**src/rtl/draw_ground_layer_pkg.sv**
```systemverilog
// draw_ground_layer_pkg: display widths, tile geometry and the default colour key.
// Holds the timing/pixel bundle types that travel down the ground-layer pipeline.
package draw_ground_layer_pkg;

  localparam int HV_W      = 11;
  localparam int RGB_W     = 12;
  localparam int TILE_BITS = 7;
  localparam int TILE_SIZE = 128;

  localparam logic [RGB_W-1:0] KEY_COLOR_DEF = 12'h0F0;

  typedef struct packed {
    logic [HV_W-1:0]  hcount;
    logic [HV_W-1:0]  vcount;
    logic             hsync;
    logic             vsync;
    logic             hblnk;
    logic             vblnk;
    logic [RGB_W-1:0] rgb;
  } vga_t;

  typedef struct packed {
    vga_t vga;
    logic in_band;
  } gnd_t;

endpackage

```
**src/rtl/draw_ground_layer_delay.sv**
```systemverilog
// delay_line: WIDTH-bit shift register, CLK_DEL clocks deep, sync active-low reset.
// Ports: clk, rst_n, din[WIDTH], dout[WIDTH] (din delayed by CLK_DEL clocks).
module delay_line #(
  parameter int WIDTH   = 8,
  parameter int CLK_DEL = 1
) (
  input  logic             clk,
  input  logic             rst_n,
  input  logic [WIDTH-1:0] din,
  output logic [WIDTH-1:0] dout
);

  logic [WIDTH-1:0] sr [CLK_DEL];

  always_ff @(posedge clk) begin
    if (!rst_n) begin
      for (int i = 0; i < CLK_DEL; i++)
        sr[i] <= '0;
    end else begin
      sr[0] <= din;
      for (int i = 1; i < CLK_DEL; i++)
        sr[i] <= sr[i-1];
    end
  end

  assign dout = sr[CLK_DEL-1];

endmodule

```
**src/rtl/draw_ground_layer.sv**
```systemverilog
// draw_ground_layer: scrolling 128x128 ground tile band overlaid on the VGA stream.
// In: clk, rst_n, timing/rgb_in, scroll_en, rom_rgb. Out: rom_address, timing/rgb_out (+3 clk).
module draw_ground_layer
  import draw_ground_layer_pkg::*;
#(
  parameter int               GROUND_Y    = 472,
  parameter int               SCROLL_STEP = 2,
  parameter logic [RGB_W-1:0] KEY_COLOR   = KEY_COLOR_DEF
) (
  input  logic                    clk,
  input  logic                    rst_n,
  input  logic [HV_W-1:0]         hcount_in,
  input  logic [HV_W-1:0]         vcount_in,
  input  logic                    hsync_in,
  input  logic                    vsync_in,
  input  logic                    hblnk_in,
  input  logic                    vblnk_in,
  input  logic [RGB_W-1:0]        rgb_in,
  input  logic                    scroll_en,
  output logic [2*TILE_BITS-1:0]  rom_address,
  input  logic [RGB_W-1:0]        rom_rgb,
  output logic [HV_W-1:0]         hcount_out,
  output logic [HV_W-1:0]         vcount_out,
  output logic                    hsync_out,
  output logic                    vsync_out,
  output logic                    hblnk_out,
  output logic                    vblnk_out,
  output logic [RGB_W-1:0]        rgb_out
);

  localparam logic [HV_W-1:0] Y_LO =
    HV_W'(GROUND_Y);
  localparam logic [HV_W-1:0] Y_HI =
    HV_W'(GROUND_Y + TILE_SIZE);
  localparam logic [TILE_BITS-1:0] STEP =
    TILE_BITS'(SCROLL_STEP);

  logic [TILE_BITS-1:0] scroll_off;
  logic                 vblnk_prev;
  logic                 band;
  logic [TILE_BITS-1:0] tx;
  logic [TILE_BITS-1:0] ty;
  gnd_t                 s_in;
  gnd_t                 s_d2;
  logic                 blank;
  logic                 show;

  assign band = (vcount_in >= Y_LO) &&
                (vcount_in < Y_HI) &&
                !hblnk_in && !vblnk_in;

  // 7-bit adds wrap the tile coordinates for free
  assign tx = hcount_in[TILE_BITS-1:0] + scroll_off;
  assign ty = TILE_BITS'(vcount_in - Y_LO);

  // Offset only moves on the vblank rising edge,
  // so a visible frame never tears.
  always_ff @(posedge clk) begin
    if (!rst_n) begin
      scroll_off <= '0;
      vblnk_prev <= 1'b0;
    end else begin
      vblnk_prev <= vblnk_in;
      if (vblnk_in && !vblnk_prev && scroll_en)
        scroll_off <= scroll_off + STEP;
    end
  end

  always_ff @(posedge clk) begin
    if (!rst_n)
      rom_address <= '0;
    else
      rom_address <= band ? {ty, tx} : '0;
  end

  always_comb begin
    s_in            = '0;
    s_in.vga.hcount = hcount_in;
    s_in.vga.vcount = vcount_in;
    s_in.vga.hsync  = hsync_in;
    s_in.vga.vsync  = vsync_in;
    s_in.vga.hblnk  = hblnk_in;
    s_in.vga.vblnk  = vblnk_in;
    s_in.vga.rgb    = rgb_in;
    s_in.in_band    = band;
  end

  // Stages 1 and 2: lines the bundle up with rom_rgb
  delay_line #(
    .WIDTH   ($bits(gnd_t)),
    .CLK_DEL (2)
  ) u_dly (
    .clk   (clk),
    .rst_n (rst_n),
    .din   (s_in),
    .dout  (s_d2)
  );

  assign blank = s_d2.vga.hblnk || s_d2.vga.vblnk;
  assign show  = s_d2.in_band && !blank &&
                 (rom_rgb != KEY_COLOR);

  always_ff @(posedge clk) begin
    if (!rst_n) begin
      hcount_out <= '0;
      vcount_out <= '0;
      hsync_out  <= 1'b0;
      vsync_out  <= 1'b0;
      hblnk_out  <= 1'b0;
      vblnk_out  <= 1'b0;
      rgb_out    <= '0;
    end else begin
      hcount_out <= s_d2.vga.hcount;
      vcount_out <= s_d2.vga.vcount;
      hsync_out  <= s_d2.vga.hsync;
      vsync_out  <= s_d2.vga.vsync;
      hblnk_out  <= s_d2.vga.hblnk;
      vblnk_out  <= s_d2.vga.vblnk;
      unique case (1'b1)
        blank:   rgb_out <= '0;
        show:    rgb_out <= rom_rgb;
        default: rgb_out <= s_d2.vga.rgb;
      endcase
    end
  end

endmodule

```
**config.mk**
```make
export PLATFORM = sky130hd
export DESIGN_NAME = draw_ground_layer
export DESIGN_NICKNAME = d
export VERILOG_FILES = /design/src/rtl/draw_ground_layer_pkg.sv /design/src/rtl/draw_ground_layer_delay.sv /design/src/rtl/draw_ground_layer.sv
export SDC_FILE = /design/constraint.sdc
export NUM_CORES = 1
export LEC_CHECK = 0
export ABC_AREA = 0
export ABC_CLOCK_PERIOD_IN_PS = 2100
export BUFFER_PORTS_ARGS = -buffer_cell sky130_fd_sc_hd__buf_2
export CAP_MARGIN = 20
export CORE_ASPECT_RATIO = 1.1
export CORE_MARGIN = 1.5
export CORE_UTILIZATION = 25
export CTS_CLUSTER_SIZE = 10
export DETAILED_ROUTE_END_ITERATION = 8
export HOLD_SLACK_MARGIN = 0.1
export PLACE_DENSITY = 0.45
export SYNTH_ARGS = -nofsm -noshare
export SYNTH_HDL_FRONTEND = slang
export SYNTH_SLANG_ARGS = --single-unit
```
**constraint.sdc**
```tcl
create_clock -name clk -period 2.1 [get_ports clk]
set_clock_uncertainty 0.2 [all_clocks]
set_input_delay 0.105 -clock clk [delete_from_list [all_inputs] [get_ports clk]]
set_output_delay 0.105 -clock clk [all_outputs]
set_load 0.02 [all_outputs]
```
# Word level (Yosys, flattened, before mapping)

Memories as Yosys holds them, arrays and structs flattened.
Index checks and enable logic that the tools add are counted.

Output and inout port bits: 52
Memory bits (writable): 78
Register bits: 60
Memories: 1
Input port bits: 53

Mux-type cells: 5
Add/sub/neg operators: 3
Eq/ne operators: 1
Bitwise logic cells: 2
Reductions and logical operators: 13
$lt $le $gt $ge: 2

Memory list:

| memory   | depth | bits a word | rd ports | clocked after memory_dff | write ports | RTL line                      | RTL |
|---|---|---|---|---|---|---|---|
| u_dly.sr | 2     | 39          | 2        | 0                        | 2           | draw_ground_layer_delay.sv:13 | `logic [WIDTH-1:0] sr [CLK_DEL];` |

Operator list:

| cell                                                          | count |
|---|---|
| two-way mux 39 bit                                            | 2 |
| case mux 12 bit (2 select lines)                              | 1 |
| != test 12 x 8 -> 1 bit (second input constant)               | 1 |
| >= comparator 11 x 9 -> 1 bit (second input constant)         | 1 |
| less-than comparator 11 x 10 -> 1 bit (second input constant) | 1 |
| adder 7 x 2 -> 7 bit (second input constant)                  | 1 |
| adder 7 bit                                                   | 1 |
| logical AND 1 bit                                             | 7 |
| subtractor 7 bit (second input constant)                      | 1 |
| zero test 1 bit                                               | 4 |
| two-way mux 1 bit                                             | 2 |
| OR 1 bit                                                      | 2 |
| AND reduction 2 bit                                           | 1 |
| logical OR 1 bit                                              | 1 |

# Logic depth before layout (Yosys ltp)

Gate-level depths: netlist (run 1).

Depth in word-level cells: 5
Depth in mapped cells: 6
Mapped depth without buffers: 6

# Modules after synthesis

From an unflattened synthesis (run 1), not the netlist that was laid out.

Cell total of the unflattened synthesis: 405
Area total of the unflattened synthesis: 4563.1 um^2

By module, submodules not included:

| module            | area each (um^2) | instances | cells an instance | seq. area each (um^2) |
|---|---|---|---|---|
| delay_line        | 2397.3           | 1         | 203               | 1561.5 |
| draw_ground_layer | 2165.8           | 1         | 202               | 1181.1 |

# Least setup slack after synthesis (run 1)

No wires, ideal clock.

Path kind: input-to-reg
Start: input port rom_rgb[1]
End: register rgb_out[0]
Stages: 4
Data arrival time: 1.587 ns
Path buffers: 0
Required time: 1.772 ns
Setup slack: 0.186 ns
Path through: or4_4 o41ai_4 mux2i_1 nor2_1

Cells in the longest elaborated chain, start to end: 3

RTL lines:

| item                             | RTL line                 | RTL |
|---|---|---|
| from (decl)                      | draw_ground_layer.sv:21  | `input logic [RGB_W-1:0] rom_rgb,` |
| != test 12 x 8 -> 1 bit          | draw_ground_layer.sv:101 | `(rom_rgb != KEY_COLOR);` |
| logical AND 1 bit                | draw_ground_layer.sv:100 | `assign show = s_d2.in_band && !blank &&` |
| case mux 12 bit (2 select lines) | draw_ground_layer.sv:119 | `unique case (1'b1)` |
| to (signal assigned)             | draw_ground_layer.sv:121 | `show: rgb_out <= rom_rgb;` |
| to (signal assigned)             | draw_ground_layer.sv:122 | `default: rgb_out <= s_d2.vga.rgb;` |
| to (decl)                        | draw_ground_layer.sv:28  | `output logic [RGB_W-1:0] rgb_out` |

No other way between the ends.
A chain may end at the register's enable or synchronous reset.

# Final worst setup path (run 1)

Ends and elaborated chain as after synthesis.

==> results.json, run 1 <==
{
  "wl_per_cell_um": 11.7,
  "finalSetupTns_ns": 0,
  "antenna_left": 0,
  "crit_required_ns": 2.18,
  "placed_cells": 658,
  "drt_total_wl_um": 8640,
  "number_of_fillers_in_the_final_layout": 1631,
  "cts_num_sinks": 136,
  "tightest_slew_ns": 0.554,
  "dpl_cell_area_mm2": 0.00494,
  "setup-violations-final": 0,
  "timing.final.hold_violations": 0,
  "synthToLayoutAreaGrowth_pct": 43.7,
  "failed_checks": "DRC",
  "timing.final.crit_share": 0.985,
  "number_of_register_bits_inferred_by_synthesis": 136,
  "setup.worst_path.class": "in -> reg",
  "timing.critical_path.from_type": "primary input",
  "finish.cell_count_without_fillers": 741,
  "worstHoldPathType": "in -> reg",
  "cts-root-buf": "sky130_fd_sc_hd__clkbuf_16",
  "share_clk_of_total_power": 0.485,
  "globalRouteOverflowTotal": 0,
  "most_common_library_cell_in_the_layout_ignoring_fill_and_taps": "sky130_fd_sc_hd__dfxtp_1",
  "clkLatencyLatePin_ns": 0.41,
  "postLayoutCellArea_mm2": 0.00603,
  "nNetsFinal": 585,
  "powerDensity_mw_per_mm2": 972,
  "antenna_cells": 0,
  "synthesis.yosys.warnings": 0,
  "syn_inst": 361,
  "placement_rows": 49,
  "worst_slew_margin_rel": 0.631,
  "power_report.internal_total_mw": 4.60,
  "timing.final.crit_period_ns": 2.07,
  "arrival_ns": 2.15,
  "comb_power_share": 0.056,
  "power_frac_seq": 0.459,
  "layout_common_cells": "136 x sky130_fd_sc_hd__dfxtp_1, 115 x sky130_fd_sc_hd__and2_1, 104 x sky130_fd_sc_hd__buf_2, 51 x sky130_fd_sc_hd__dlygate4sd3_1, 18 x sky130_fd_sc_hd__nor2_1",
  "drt-vias-per-instance": 3.95,
  "syn_avg_cell_area_um2": 11.6,
  "drt_first_pass_iters": 6,
  "switchingPower_mw": 1.26,
  "gp_congestion": 0.759,
  "via_count_of_the_first_global_routing_pass": 2979,
  "chipWidth_um": 127,
  "number_of_antenna_violations_at_the_first_check_in_global_routing": 0,
  "power.leakage_nw": 2.76,
  "final.setup.worst_slack_ns": 0.0316,
  "cts_htree_levels": 4,
  "netlist-cell-type-count": 37,
  "maxClockFrequency_mhz": 483,
  "status": "complete, but fails checks",
  "vias": 2926,
  "cts_max_path_buffers": 2,
  "ioPinCount": 105,
  "vdd_drop_max_mv": 0.482,
  "floorplan.core_area_mm2": 0.0164,
  "detailedRoute.firstIterationViolations": 66,
  "critical_path.max_fanout": 8,
  "die_area_mm2": 0.0176,
  "postSynth.topFlopCell": "sky130_fd_sc_hd__dfxtp_1",
  "floorplan.die.height_um": 139,
  "portBuffers": 104,
  "cp_cell_sequence": "dlygate4sd3_1 -> buf_2 -> or4_4 -> o41ai_4 -> buf_6 -> mux2i_1 -> nor2_1",
  "detailedPlacementHpwl_um": 5690,
  "final_core_util": 0.369,
  "initial_utilization": 0.257,
  "grt_pass1_wl_um": 14100,
  "cts.reportedPaths.clkPinSlew_ns": 0.06,
  "report.final.slew_viol_count": 0,
  "worst_hold_slack_ns": 0.142,
  "detailedPlace.worstSlack_ns": 0.143,
  "cp_slowest_cell": "sky130_fd_sc_hd__or4_4",
  "post_synth_edffs": 0,
  "yosysSeqAreaShare": 0.648,
  "slowest_delay_ns": 0.57,
  "end_kind": "flop",
  "tritoncts": "done",
  "switching_power_share_of_the_total": 0.216,
  "grt_start_max_net_pins": 73,
  "rsz0062_at_grt": "false",
  "p_total_mw": 5.86,
  "layout-drive-gt1-share": 0.272,
  "synth.net_count": 422,
  "async_reset_ff_frac": 0,
  "synth_area_mm2": 0.00420,
  "global_route_usage_sum": 0.106,
  "max_cap_viols": 0,
  "remaining_drc_errors": 1,
  "tritoncts.num_buffers": 17,
  "post_cts_buffers": 0
}
==> critical path: cells and delay by family <==
kind	cells	cell delay, ns
mux	1	0.19
compound gates	1	0.35
buf+inv	3	0.87
simple gates	2	0.63
==> worst paths after layout <==
| path | from | to | depth (start not counted) | slack [ns] |
|---|---|---|---|---|
| min reg2reg | u_dly.sr[0][27] | u_dly.sr[0][66] | 1 | 0.23 |
| max reg2reg | scroll_off[1] | rom_address[5] | 6 | 0.21 |
| max | rom_rgb[1] | rgb_out[0] | 7 | 0.03 |
| min | rst_n | scroll_off[4] | 3 | 0.14 |
==> sequential cells by signal, indices dropped and copies added, names as in the netlist <==
register     cells
vcount_out      11
rom_address     14
hblnk_out        1
u_dly.sr        78
hcount_out      11
rgb_out         12
vblnk_out        1
hsync_out        1
vsync_out        1
scroll_off       6
==> cell type report <==
| class | instances | area [um^2] | area share |
|---|---|---|---|
| Clock buffer | 21 | 480 | 0.0796 |
| Clock inverter | 11 | 95.1 | 0.0158 |
| Inverter | 1 | 3.75 | 0.000622 |
| Multi-Input combinational cell | 210 | 1420 | 0.235 |
| Sequential cell | 136 | 2720 | 0.451 |
| Tap cell | 204 | 255 | 0.0423 |
| Timing Repair Buffer | 158 | 1060 | 0.175 |
==> layer usage <==
metal / up-vias / part of all wire / wire length [um] / track usage
li1: 1494 / - / - / -
met1: 1329 / 0.48 / 4140 / 0.125
met2: 88 / 0.44 / 3830 / 0.162
met3: 15 / 0.056 / 486 / 0.0413
met4: 0 / 0.021 / 185 / 0.0605
met5: - / 0 / 0 / 0
==> kinds of logic (layout without fill, tap and decap cells) <==
kind of cell	Yosys count	in the layout	synth area share
compound gates	22	22	0.0414
fa+ha+maj	8	8	0.0256
simple gates	162	162	0.231
xor+xnor	9	9	0.0188
flops	136	136	0.648
mux	9	9	0.0215
buf+inv	15	191	0.0134
==> cell usage after synthesis (4+ instances only) <==
library cell               instances  share of area
sky130_fd_sc_hd__nand2_1           6         0.0054
sky130_fd_sc_hd__and2_1          115           0.17
sky130_fd_sc_hd__a21oi_1           4         0.0048
sky130_fd_sc_hd__nor2_1           18          0.016
sky130_fd_sc_hd__ha_1              7          0.021
sky130_fd_sc_hd__dfxtp_1         136           0.65
sky130_fd_sc_hd__clkbuf_1         14          0.013
sky130_fd_sc_hd__xnor2_1           4         0.0083
sky130_fd_sc_hd__nor3_1            7         0.0083
sky130_fd_sc_hd__xor2_1            5          0.010
sky130_fd_sc_hd__mux2i_1           9          0.021
==> power by group through the flow <==
stage / combinational [mW] / sequential (mW) / clock (mW)
CTS: 0.335 / 2.69 / 2.95
global placement: 0.255 / 2.75 / 0
global route: 0.365 / 2.70 / 3.07
floorplan: 0.122 / 2.77 / 0
detailed placement: 0.259 / 2.75 / 0
finish: 0.329 / 2.69 / 2.84
==> repair_timing <==
item,4_1_cts,5_1_grt
gates resized for setup,0,1
hold buffers,51,0
setup endpoints to repair,0,4
endpoints found under the hold margin,67,0
Note: power is estimated with default switching activity, not from simulation.
==> run 2, diff against run 1 <==
Settings changed: CELL_PAD_IN_SITES_DETAIL_PLACEMENT set to 0, CELL_PAD_IN_SITES_GLOBAL_PLACEMENT set to 1, PLACE_DENSITY 0.45 to 0.54.
==> run 2 against run 1 <==
Against the previous run: the run now ends clean; cell count grew 0.13%; wire length shrank 1.3%; via count grew 0.10%; non-clock buffer count grew 1.
==> results.json, run 2 (synthesized netlist as in run 1, its figures left out) <==
{
  "floorplan.core_area_mm2": 0.0164,
  "powerDensity_mw_per_mm2": 995,
  "gp_congestion": 0.751,
  "status": "complete, no violations",
  "cp_cell_sequence": "dlygate4sd3_1 -> buf_2 -> ha_1 -> o21ai_0 -> nand2_1 -> a221o_1 -> inv_2 -> and2_1",
  "register_area_mm2": 0.00272,
  "cts.reportedPaths.clkPinSlew_ns": 0.06,
  "worst_hold_slack_ns": 0.152,
  "placement_rows": 49,
  "comb_power_share": 0.054,
  "vdd_drop_max_mv": 0.527,
  "ioPinCount": 105,
  "timing.final.crit_period_ns": 1.96,
  "tightest_slew_ns": 0.564,
  "wl_per_cell_um": 11.5,
  "number_of_fillers_in_the_final_layout": 1629,
  "remaining_drc_errors": 0,
  "tritoncts": "done",
  "antenna_cells": 0,
  "cts-root-buf": "sky130_fd_sc_hd__clkbuf_16",
  "power_frac_seq": 0.444,
  "power_report.internal_total_mw": 4.81,
  "grt_pass1_wl_um": 14400,
  "critPathBufInv": 3,
  "worst_setup_path_endpoint": "rom_address[1]",
  "vias": 2929,
  "crit_required_ns": 2.26,
  "slowest_delay_ns": 0.53,
  "cts_num_sinks": 136,
  "drt-vias-per-instance": 3.95,
  "chipWidth_um": 127,
  "number_of_antenna_violations_at_the_first_check_in_global_routing": 0,
  "most_common_library_cell_in_the_layout_ignoring_fill_and_taps": "sky130_fd_sc_hd__dfxtp_1",
  "p_total_mw": 6.06,
  "portBuffers": 104,
  "die_area_mm2": 0.0176,
  "finalSetupTns_ns": 0,
  "switching_power_share_of_the_total": 0.206,
  "synthToLayoutAreaGrowth_pct": 45.0,
  "drt_total_wl_um": 8530,
  "layout_common_cells": "136 x sky130_fd_sc_hd__dfxtp_1, 115 x sky130_fd_sc_hd__and2_1, 104 x sky130_fd_sc_hd__buf_2, 51 x sky130_fd_sc_hd__dlygate4sd3_1, 18 x sky130_fd_sc_hd__nor2_1",
  "timing.final.crit_share": 0.936,
  "timing.critical_path.from_type": "primary input",
  "clkLatencyLatePin_ns": 0.41,
  "worstHoldPathType": "in -> reg",
  "via_count_of_the_first_global_routing_pass": 2972,
  "globalRouteOverflowTotal": 0,
  "largest_reg_flops": 78,
  "tritoncts.num_buffers": 17,
  "setup.worst_path.class": "in -> reg",
  "cts_htree_levels": 4,
  "setup-violations-final": 0,
  "critical_path.max_fanout": 8,
  "timing.final.hold_violations": 0,
  "switchingPower_mw": 1.25,
  "end_kind": "flop",
  "global_route_usage_sum": 0.106,
  "worst_slew_margin_rel": 0.624,
  "detailedPlacementHpwl_um": 5660,
  "drt_first_pass_iters": 4,
  "max_cap_viols": 0,
  "rr_worst_depth": 6,
  "antenna_left": 0,
  "detailedRoute.firstIterationViolations": 68,
  "timing.reg2reg.setup_slack_ns": 0.20,
  "arrival_ns": 2.12,
  "initial_utilization": 0.257,
  "report.final.slew_viol_count": 0,
  "floorplan.die.height_um": 139,
  "grt_start_max_net_pins": 78,
  "share_clk_of_total_power": 0.501,
  "top_register": "u_dly.sr",
  "rsz0062_at_grt": "false",
  "cp_slowest_cell": "sky130_fd_sc_hd__dlygate4sd3_1",
  "worst_setup_path_startpoint": "vcount_in[3]",
  "worst_path_dominant_cell_family": "buffers and inverters",
  "reg.largest.list": "u_dly.sr x78, rom_address x14, rgb_out x12",
  "crit_cells": 8,
  "cts_max_path_buffers": 2,
  "multi_input_area_mm2": 0.00142,
  "post_cts_buffers": 0,
  "timing.rr.start": "scroll_off[1]",
  "layout-drive-gt1-share": 0.273,
  "nNetsFinal": 586,
  "maxClockFrequency_mhz": 509,
  "worst_r2r_endpoint": "rom_address[5]",
  "power.leakage_nw": 2.77
}
run 2: cell types whose count changed in the layout (fill, tap and decap cells not counted):
cell                         delta
sky130_fd_sc_hd__clkinv_4       +3
sky130_fd_sc_hd__clkinvlp_4     -1
sky130_fd_sc_hd__inv_6          -2
sky130_fd_sc_hd__clkbuf_1       +1
sky130_fd_sc_hd__bufinv_16      +2
sky130_fd_sc_hd__clkbuf_8       -1
sky130_fd_sc_hd__mux2i_1        -1
sky130_fd_sc_hd__buf_4          +1
sky130_fd_sc_hd__mux2i_2        +1
sky130_fd_sc_hd__clkinv_2       -2
run 2: what timing repair did:
action | CTS | global route
hold buffers | 51 | 0
endpoints found under the setup margin | 0 | 8
endpoints found under the hold margin | 67 | 0
resized for setup | 0 | 2
run 2: per-stage QoR:
stage | utilization | instances | area, um^2 | setup slack (ns)
floorplan | - | 361 | 4200 | 0.186
global placement | 0.303 | 659 | 4950 | 0.169
detailed placement | 0.303 | 659 | 4950 | 0.132
CTS | 0.371 | 742 | 6080 | 0.0262
global route | 0.372 | 742 | 6090 | 0.0442
finish | 0.372 | 742 | 6090 | 0.135
run 2: worst min-delay path by stage:
stage | startpoint | endpoint | slack (ns) | cells past startpoint
after floorplan | vcount_in[3] | rom_address[10] | -0.02 | 1
final | rst_n | scroll_off[4] | 0.15 | 3
after global routing | rst_n | scroll_off[4] | 0.19 | 3
after detailed placement | hcount_in[10] | u_dly.sr[0][38] | 0.12 | 2
after global placement | hcount_in[10] | u_dly.sr[0][38] | 0.11 | 2
after CTS | rst_n | scroll_off[4] | 0.16 | 3
run 2: power by group through the flow:
| stage | Combinational [mW] | Clock, mW | Sequential [mW] |
|---|---|---|---|
| after detailed placement | 0.259 | 0 | 2.75 |
| after global placement | 0.257 | 0 | 2.75 |
| final | 0.330 | 3.04 | 2.69 |
| after CTS | 0.335 | 3.15 | 2.69 |
| after floorplan | 0.122 | 0 | 2.77 |
| after global routing | 0.369 | 3.27 | 2.70 |
run 2: layout make-up:
| cell class | count | area share |
|---|---|---|
| Clock buffer | 21 | 0.0773 |
| Clock inverter | 11 | 0.0240 |
| Inverter | 1 | 0.000617 |
| Multi-Input combinational cell | 210 | 0.234 |
| Sequential cell | 136 | 0.447 |
| Tap cell | 204 | 0.0419 |
| Timing Repair Buffer | 159 | 0.175 |
run 2: layer usage:
| layer | global-route usage | wire length [um] | up-vias |
|---|---|---|---|
| li1 | - | - | 1495 |
| met1 | 0.128 | 4090 | 1317 |
| met2 | 0.158 | 3700 | 103 |
| met3 | 0.0451 | 559 | 14 |
| met4 | 0.0605 | 184 | 0 |
| met5 | 0 | 0 | - |
run 2: tightest hold or removal path, cell delays in order:
cell                       delay, ns
sky130_fd_sc_hd__buf_2          0.10
sky130_fd_sc_hd__buf_4          0.30
sky130_fd_sc_hd__a21boi_0       0.20
